`config.mk`:
```
export PLATFORM = sky130hd
export DESIGN_NAME = imem_dmem_arbiter
export DESIGN_NICKNAME = d
export VERILOG_FILES = /design/src/rtl/mem_arb_pkg.sv /design/src/rtl/arb_prio_select.sv /design/src/rtl/imem_dmem_arbiter.sv
export SDC_FILE = /design/constraint.sdc
export NUM_CORES = 1
export LEC_CHECK = 0
export ABC_AREA = 1
export ABC_CLOCK_PERIOD_IN_PS = 7440
export CORE_MARGIN = 10
export CORE_UTILIZATION = 47
export CTS_CLUSTER_DIAMETER = 150
export DETAILED_ROUTE_END_ITERATION = 6
export GPL_TIMING_DRIVEN = 0
export HOLD_SLACK_MARGIN = 0.1
export PLACE_DENSITY = 0.89
export SYNTH_ARGS = -nofsm -noshare
export SYNTH_HDL_FRONTEND = slang
export SYNTH_SLANG_ARGS = --single-unit
```
`constraint.sdc`:
```
create_clock -name clk -period 7.44 [get_ports clk]
set_input_delay 1.488 -clock clk [delete_from_list [all_inputs] [get_ports clk]]
set_output_delay 1.488 -clock clk [all_outputs]
set_load 0.005 [all_outputs]
```
`src/rtl/mem_arb_pkg.sv`:
```
// Shared types and constants for the instruction/data memory arbiter and its priority selector.
package mem_arb_pkg;

  typedef enum logic [1:0] {
    StIdle,
    StBusyI,
    StBusyD,
    StResp
  } arb_state_e;

  localparam logic REQ_I = 1'b0;
  localparam logic REQ_D = 1'b1;

  localparam int unsigned WORD_BYTES = 4;
  localparam int unsigned WORD_OFF_W = $clog2(WORD_BYTES);
  localparam int unsigned STREAK_W   = 4;

endpackage

```
`src/rtl/arb_prio_select.sv`:
```
// Combinational fetch/data priority pick: data wins unless its streak has hit the limit.
module arb_prio_select
  import mem_arb_pkg::*;
#(
  parameter int unsigned MAX_D_STREAK = 4
) (
  input  logic                if_req,
  input  logic                d_req,
  input  logic [STREAK_W-1:0] streak,
  output logic                grant_i,
  output logic                grant_d
);

  localparam logic [STREAK_W-1:0] MaxStreak = STREAK_W'(MAX_D_STREAK);

  logic streak_at_max;

  always_comb begin
    streak_at_max = (streak == MaxStreak);
    grant_i       = if_req & (~d_req | streak_at_max);
    grant_d       = d_req & ~grant_i;
  end

endmodule

```
`src/rtl/imem_dmem_arbiter.sv`:
```
// Serialises fetch and load/store accesses onto one word memory with a req/done handshake.
module imem_dmem_arbiter
  import mem_arb_pkg::*;
#(
  parameter int unsigned ADDR_W       = 32,
  parameter int unsigned MAX_D_STREAK = 4
) (
  input  logic              clk,
  input  logic              rst,
  input  logic              if_req,
  input  logic [ADDR_W-1:0] if_addr,
  output logic [31:0]       if_rdata,
  output logic              if_done,
  output logic              if_err,
  input  logic              d_req,
  input  logic              d_we,
  input  logic [ADDR_W-1:0] d_addr,
  input  logic [31:0]       d_wdata,
  output logic [31:0]       d_rdata,
  output logic              d_done,
  output logic              d_err,
  output logic              mem_req,
  output logic              mem_we,
  output logic [ADDR_W-1:0] mem_addr,
  output logic [31:0]       mem_wdata,
  input  logic [31:0]       mem_rdata,
  input  logic              mem_ready
);

  localparam logic [STREAK_W-1:0] MaxStreak = STREAK_W'(MAX_D_STREAK);

  arb_state_e          state_q, state_d;
  logic [STREAK_W-1:0] streak_q, streak_d;
  logic                mem_req_q, mem_req_d;
  logic                mem_we_q, mem_we_d;
  logic [ADDR_W-1:0]   mem_addr_q, mem_addr_d;
  logic [31:0]         mem_wdata_q, mem_wdata_d;
  logic                if_done_q, if_done_d;
  logic                if_err_q, if_err_d;
  logic [31:0]         if_rdata_q, if_rdata_d;
  logic                d_done_q, d_done_d;
  logic                d_err_q, d_err_d;
  logic [31:0]         d_rdata_q, d_rdata_d;

  logic              grant_i, grant_d;
  logic              winner;
  logic [ADDR_W-1:0] sel_addr;
  logic              sel_we;
  logic [31:0]       sel_wdata;
  logic              sel_misaligned;

  arb_prio_select #(
    .MAX_D_STREAK(MAX_D_STREAK)
  ) u_prio (
    .if_req (if_req),
    .d_req  (d_req),
    .streak (streak_q),
    .grant_i(grant_i),
    .grant_d(grant_d)
  );

  always_comb begin
    winner         = grant_d ? REQ_D : REQ_I;
    sel_addr       = (winner == REQ_D) ? d_addr : if_addr;
    sel_we         = (winner == REQ_D) & d_we;
    sel_wdata      = (winner == REQ_D) ? d_wdata : '0;
    sel_misaligned = (sel_addr[WORD_OFF_W-1:0] != '0);
  end

  always_comb begin
    state_d     = state_q;
    streak_d    = streak_q;
    mem_req_d   = mem_req_q;
    mem_we_d    = mem_we_q;
    mem_addr_d  = mem_addr_q;
    mem_wdata_d = mem_wdata_q;
    if_rdata_d  = if_rdata_q;
    d_rdata_d   = d_rdata_q;
    // Done/err are set only on the edge into StResp, so they pulse for exactly one cycle.
    if_done_d   = 1'b0;
    if_err_d    = 1'b0;
    d_done_d    = 1'b0;
    d_err_d     = 1'b0;

    unique case (state_q)
      StIdle: begin
        if (!if_req) begin
          streak_d = '0;
        end
        if (grant_i) begin
          streak_d = '0;
        end else if (grant_d && if_req && (streak_q < MaxStreak)) begin
          streak_d = streak_q + 1'b1;
        end

        if (grant_i || grant_d) begin
          if (sel_misaligned) begin
            state_d = StResp;
            if (winner == REQ_D) begin
              d_done_d  = 1'b1;
              d_err_d   = 1'b1;
              d_rdata_d = '0;
            end else begin
              if_done_d  = 1'b1;
              if_err_d   = 1'b1;
              if_rdata_d = '0;
            end
          end else begin
            state_d     = (winner == REQ_D) ? StBusyD : StBusyI;
            mem_req_d   = 1'b1;
            mem_we_d    = sel_we;
            mem_addr_d  = sel_addr;
            mem_wdata_d = sel_wdata;
          end
        end
      end

      StBusyI: begin
        if (mem_ready) begin
          state_d    = StResp;
          mem_req_d  = 1'b0;
          mem_we_d   = 1'b0;
          if_rdata_d = mem_rdata;
          if_done_d  = 1'b1;
        end
      end

      StBusyD: begin
        if (mem_ready) begin
          state_d   = StResp;
          mem_req_d = 1'b0;
          mem_we_d  = 1'b0;
          d_rdata_d = mem_we_q ? '0 : mem_rdata;
          d_done_d  = 1'b1;
        end
      end

      StResp: begin
        state_d = StIdle;
      end

      default: begin
        state_d = StIdle;
      end
    endcase
  end

  always_ff @(posedge clk or posedge rst) begin
    if (rst) begin
      state_q     <= StIdle;
      streak_q    <= '0;
      mem_req_q   <= 1'b0;
      mem_we_q    <= 1'b0;
      mem_addr_q  <= '0;
      mem_wdata_q <= '0;
      if_done_q   <= 1'b0;
      if_err_q    <= 1'b0;
      if_rdata_q  <= '0;
      d_done_q    <= 1'b0;
      d_err_q     <= 1'b0;
      d_rdata_q   <= '0;
    end else begin
      state_q     <= state_d;
      streak_q    <= streak_d;
      mem_req_q   <= mem_req_d;
      mem_we_q    <= mem_we_d;
      mem_addr_q  <= mem_addr_d;
      mem_wdata_q <= mem_wdata_d;
      if_done_q   <= if_done_d;
      if_err_q    <= if_err_d;
      if_rdata_q  <= if_rdata_d;
      d_done_q    <= d_done_d;
      d_err_q     <= d_err_d;
      d_rdata_q   <= d_rdata_d;
    end
  end

  assign mem_req   = mem_req_q;
  assign mem_we    = mem_we_q;
  assign mem_addr  = mem_addr_q;
  assign mem_wdata = mem_wdata_q;
  assign if_done   = if_done_q;
  assign if_err    = if_err_q;
  assign if_rdata  = if_rdata_q;
  assign d_done    = d_done_q;
  assign d_err     = d_err_q;
  assign d_rdata   = d_rdata_q;

endmodule

```
# == After elaboration in Yosys (flattened, before gate mapping) ==
# Cells that the tools add are included.
# word_totals
reg_bits,140
latchBits,0
ram_bits,0
rom_bits,0
in_bits,134
output_inout_bits,134
word_cells,89
mem_count,0
# op_classes
addsub,1
mul,0
div_mod_pow,0
order_cmp,1
n_eq_ne,13
shifts,0
muxes,40
bitwise,7
reduce_logical,15
# ops
cell,count
$mux 32,11
$pmux 32 s2,2
$mux 1,15
$ne 2x2->1 const B,7
$mux 4,3
$reduce_and 5->1,2
$mux 2,4
$pmux 1 s2,4
$reduce_bool 2->1,4
$pmux 2 s3,1
$add 4x1->4 const B,1
$eq 2x2->1 const B,2
$eq 4x3->1 const B,1
$lt 4x3->1 const B,1
$reduce_and 2->1,2
$reduce_and 4->1,1
$and 1x1->1,3
$ne 3x1->1 const B,1
$not 1->1,3
$reduce_and 3->1,1
$eq 2x1->1 const B,1
$logic_and 1x1->1,2
$logic_not 2->1,1
$ne 2x1->1 const B,1
3 further kinds,3

# == Longest topological paths before layout ==
# logic_depth
word_depth,11
depth_mapped,12
depth_no_buf,11

# == Cells and area by module ==
# Synthesis repeated with hierarchy kept, for this count alone.
# unflattened
cells_unflattened,859
hier_area_um2,6646.4
# modules_own_cells
mod,n_inst,cells_per_inst,area_per_inst_um2,seq_area_each_um2
imem_dmem_arbiter,1,846,6588.8,3503.4
arb_prio_select,1,13,57.6,0.0

# == Worst setup path before layout ==
# OpenSTA, ideal clock, no wires.
# synth_timing
path_kind,in2reg
startpoint,in if_req
endpoint,reg mem_addr_q[10] (netlist: mem_addr[10])
setup_ns,0.116
t_arrival_ns,2.507
t_required_ns,7.324
setup_slack_ns,4.816
stages,9
n_path_buf,2
path_cell_list,inv_1 o21ai_4 nand2_1 nand2_2 nand3_2 buf_2 buf_4 nand2_1 nand2_1
# synth_between
elab_chain_len,8
word_cells_on_any_way,9
cone_classes,2 x mux; 4 x bitwise; 3 x reduce/logical
# synth_lines
element,line_no,source
start: declaration,imem_dmem_arbiter.sv:10,"input logic if_req,"
$and 1x1->1 *,arb_prio_select.sv:20,grant_i = if_req & (~d_req | streak_at_max);
$not 1->1,arb_prio_select.sv:21,grant_d = d_req & ~grant_i;
$and 1x1->1,arb_prio_select.sv:21,
$mux 1,imem_dmem_arbiter.sv:63,winner = grant_d ? REQ_D : REQ_I;
$mux 32,imem_dmem_arbiter.sv:64,sel_addr = (winner == REQ_D) ? d_addr : if_addr;
$reduce_bool 2->1,imem_dmem_arbiter.sv:67,sel_misaligned = (sel_addr[WORD_OFF_W-1:0] != '0);
$not 1->1 (no source line),n/a,
$reduce_and 3->1 (no source line),n/a,
end signal: assignment,imem_dmem_arbiter.sv:167,mem_addr_q <= mem_addr_d;
end: declaration,imem_dmem_arbiter.sv:36,"logic [ADDR_W-1:0] mem_addr_q, mem_addr_d;"
# Mark *: on every way between the ends. The rest lies on a longest branch, timed or not.
# A chain may end at the register's enable or synchronous reset.

# == Worst setup path in the final report ==
# layout_timing
startpoint,in d_req
endpoint,reg d_rdata_q[18] (netlist: d_rdata[18])
# layout_between
elab_chain_len,10
word_cells_on_any_way,13
cone_classes,3 x eq/ne; 2 x mux; 5 x bitwise; 3 x reduce/logical
# layout_lines
element,line_no,source
start: declaration,imem_dmem_arbiter.sv:15,"input logic d_req,"
$not 1->1,arb_prio_select.sv:20,
$or 1x1->1,arb_prio_select.sv:20,
$and 1x1->1,arb_prio_select.sv:20,
$not 1->1,arb_prio_select.sv:21,
$and 1x1->1,arb_prio_select.sv:21,
$mux 1,imem_dmem_arbiter.sv:63,
$mux 32,imem_dmem_arbiter.sv:64,
$reduce_bool 2->1,imem_dmem_arbiter.sv:67,
$ne 2x2->1 (no source line),n/a,
$reduce_and 5->1 (no source line) *,n/a,
end signal: assignment,imem_dmem_arbiter.sv:174,d_rdata_q <= d_rdata_d;
end: declaration,imem_dmem_arbiter.sv:43,"logic [31:0] d_rdata_q, d_rdata_d;"
# Marks and branches as above.

==> out/metrics.cfg <==
[synth]
postSynthRegisterBits=140
synth_largest_area_cell=dfrtp_1
yosys_warnings=0
synth_cell_types=24
synth_area_leaders=dfrtp_1, nand2_1, nand3b_1
synth_top_area_share_pct=53.93
synth-seq-area-share_pct=53.93
syn_nets=982
syn_avg_cell_area_sq_um=7.706
syn_area_sq_mm=0.006496
syn_inst=843

[sta]
setup_viol=0
period_needed_ns=3.240
tightestPinTransition_ns=0.6633
rsz0062_at_grt=no
drv_slew=0
maxSlewHeadroom_pct=55.78
tns_ns=0
fmax_mhz=308.6
hold_viol=0
finClkSkew_ns=0.009186
timing.final.crit_share_pct=43.55

[grt]
antenna_found_initial=0
grt_overflow=0
groute.usage.overall_pct=24.40
grt_max_degree=73
grt_pass1_wl_mm=35.33
first_global_vias=6482

[power]
p_leak_nw=5.086
p_per_area_mw_per_mm2=344.3
peakVddDrop_mv=0.1990

[layout]
register_area_sq_mm=0.003503
multi_input_area_sq_mm=0.002557
finalNetCount=1269
drive_above_1_share_pct=5.774
diodes=0
nFillCells=936
syn2layout_area_growth_pct=55.62
instances_no_fill=1319

[clock_network]
cts.sinks=140
holdBufCountCts=0
cts_setup_buffers=0
ctsHtreeMaxLevel=4
post_cts_resized=0
clkTransAtPathRegs_ns=0.06
worst_skew_pair.late_latency_ns=0.42
cts_tree=yes
cts_buffer_depth=2
cts_buffers=17
cts_root_buf=clkbuf_16

[setup_path]
r2r_slack_ns=5.15
cp_cell_sequence=clkdlybuf4s50_1 > o21ai_4 > a21oi_1 > nand2_1 > buf_2 > nand2_1 > nand2_1
crit_type=in -> reg
critPathMaxStageDelay_ns=0.59
worst_path_max_delay_cell=clkdlybuf4s50_1
critPathTopFamily=buffers and inverters
cp.arrival_ns=3.54
critical_path_required_ns=7.74
critical_path.max_fanout=10
worst-path-buf-inv=2
cpMostUsedCell=nand2_1
cp-end-kind=register
start_kind=primary input

[drt]
routed_wl_mm=23.44
drt-initial-drc-count=416
drc=0
drtAntennaViolNets=0
wire_per_inst_microns=17.77
dr.pass1.iters=7
via_per_inst=5.058
vias=6672

[worst_hold_path]
hp-class=reg -> reg

[placement]
dp_hpwl_mm=17.35
portBuffers=267
gp_congestion=0.8753
place_inst=1287

[die]
ios=268
start_util_pct=48.48
floorplan.rows=42
die-area_sq_mm=0.01892
core_area_sq_mm=0.01340
die_x_microns=137.6
die_y_microns=137.6

[status]
status=completed

[run]
drv_cap=0

layout by cell type (no fill, tap or decap), drive strengths merged:
cell type and instances:
a21oi 4, buf 27, bufinv 6, clkbuf 45
clkdlybuf4s50 267, clkinv 1, clkinvlp 1, dfrtp 140
ha 5, inv 57, nand2 431, nand3 40
nand3b 32, nand4 2, nor2 41, nor3 1
o21ai 41, o22ai 1, or2 1
final cells by class:
type | instances | share of cell area [%]
Multi-Input combinational cell | 599 | 25.30
Timing Repair Buffer | 268 | 26.71
Clock inverter | 12 | 2.290
Tap cell | 176 | 2.178
Inverter | 53 | 2.017
Clock buffer | 20 | 4.517
Buffer | 51 | 2.339
Sequential cell | 140 | 34.65
sequential cells by signal, summed over array words and instances, names as in the netlist:
register / count
d_rdata: 32
if_rdata: 32
mem_addr: 32
mem_wdata: 32
streak_q: 4
state_q: 2
d_done: 1
d_err: 1
if_done: 1
if_err: 1
mem_req: 1
mem_we: 1
per-layer routing:
metal | GRT usage (%) | up-vias | wire [microns]
met2 | 41.46 | 271 | 11880
met3 | 5.790 | 50 | 1769
met4 | 10.95 | 0 | 888
met1 | 28.68 | 3187 | 8899
met5 | 0 | - | 0
li1 | - | 3164 | -
worst reg2reg max path, stage by stage, from the launching register on:
cell	delay, ns
dfrtp_1	0.38
inv_1	0.07
ha_1	0.21
nand3_2	0.10
o21ai_4	0.11
a21oi_1	0.55
nand2_1	0.33
buf_2	0.27
nand2_1	0.09
nand2_1	0.06
cell usage after synthesis:
master / number
inv_2: 2
nor2_1: 41
o22ai_1: 1
nand2_2: 1
nor3_1: 1
inv_1: 51
nand2_1: 430
nand3_2: 2
o21ai_4: 1
or2_2: 1
clkbuf_1: 25
o21ai_1: 4
nand4_1: 2
nand3_1: 38
a21oi_1: 3
nand3b_1: 32
a21oi_2: 1
buf_1: 1
o21ai_0: 36
ha_1: 5
dfrtp_1: 140
buf_6: 1
buf_4: 3
buf_2: 21
path summary, 6_finish.rpt:
path                             start     endpoint  cells after the start
min                        d_rdata[29]  d_rdata[29]                      2
max                              d_req  d_rdata[18]                      7
max in group asynchronous          rst  d_rdata[12]                      3
max reg2reg                streak_q[0]  d_rdata[18]                      9
min in group asynchronous          rst  mem_addr[3]                      2
min reg2reg                d_rdata[29]  d_rdata[29]                      2
report_power, final:
group | total (mW) | internal (mW) | switching, mW
sequential | 1.11 | 0.990 | 0.124
combinational | 1.38 | 0.661 | 0.720
clock | 0.986 | 0.652 | 0.334
cell families after synthesis:
logic type	Yosys count	share of synthesized area, %
buffers and inverters	104	6.703
AND/OR/NAND/NOR	548	34.61
flip-flops	140	53.93
AO/OA/AOI/OAI	46	3.794
adder cells (fa/ha/maj)	5	0.9630
through the flow:
stage                     worst slack, ns  power [mW]  hold slack (ns)  utilization (%)  area (sq um)
final                               4.200       3.481           0.4674            75.44         10110
after global routing                3.978       3.686           0.4869            75.44         10110
after CTS                           4.202       3.490           0.4718            75.44         10110
after detailed placement            3.810       2.488           0.4572            70.31          9422
after global placement             0.2361       2.445           0.4498            70.07          9389
after floorplan                     2.199       1.744           0.4597                -          6496
Note: power is estimated with default switching activity, not from simulation.
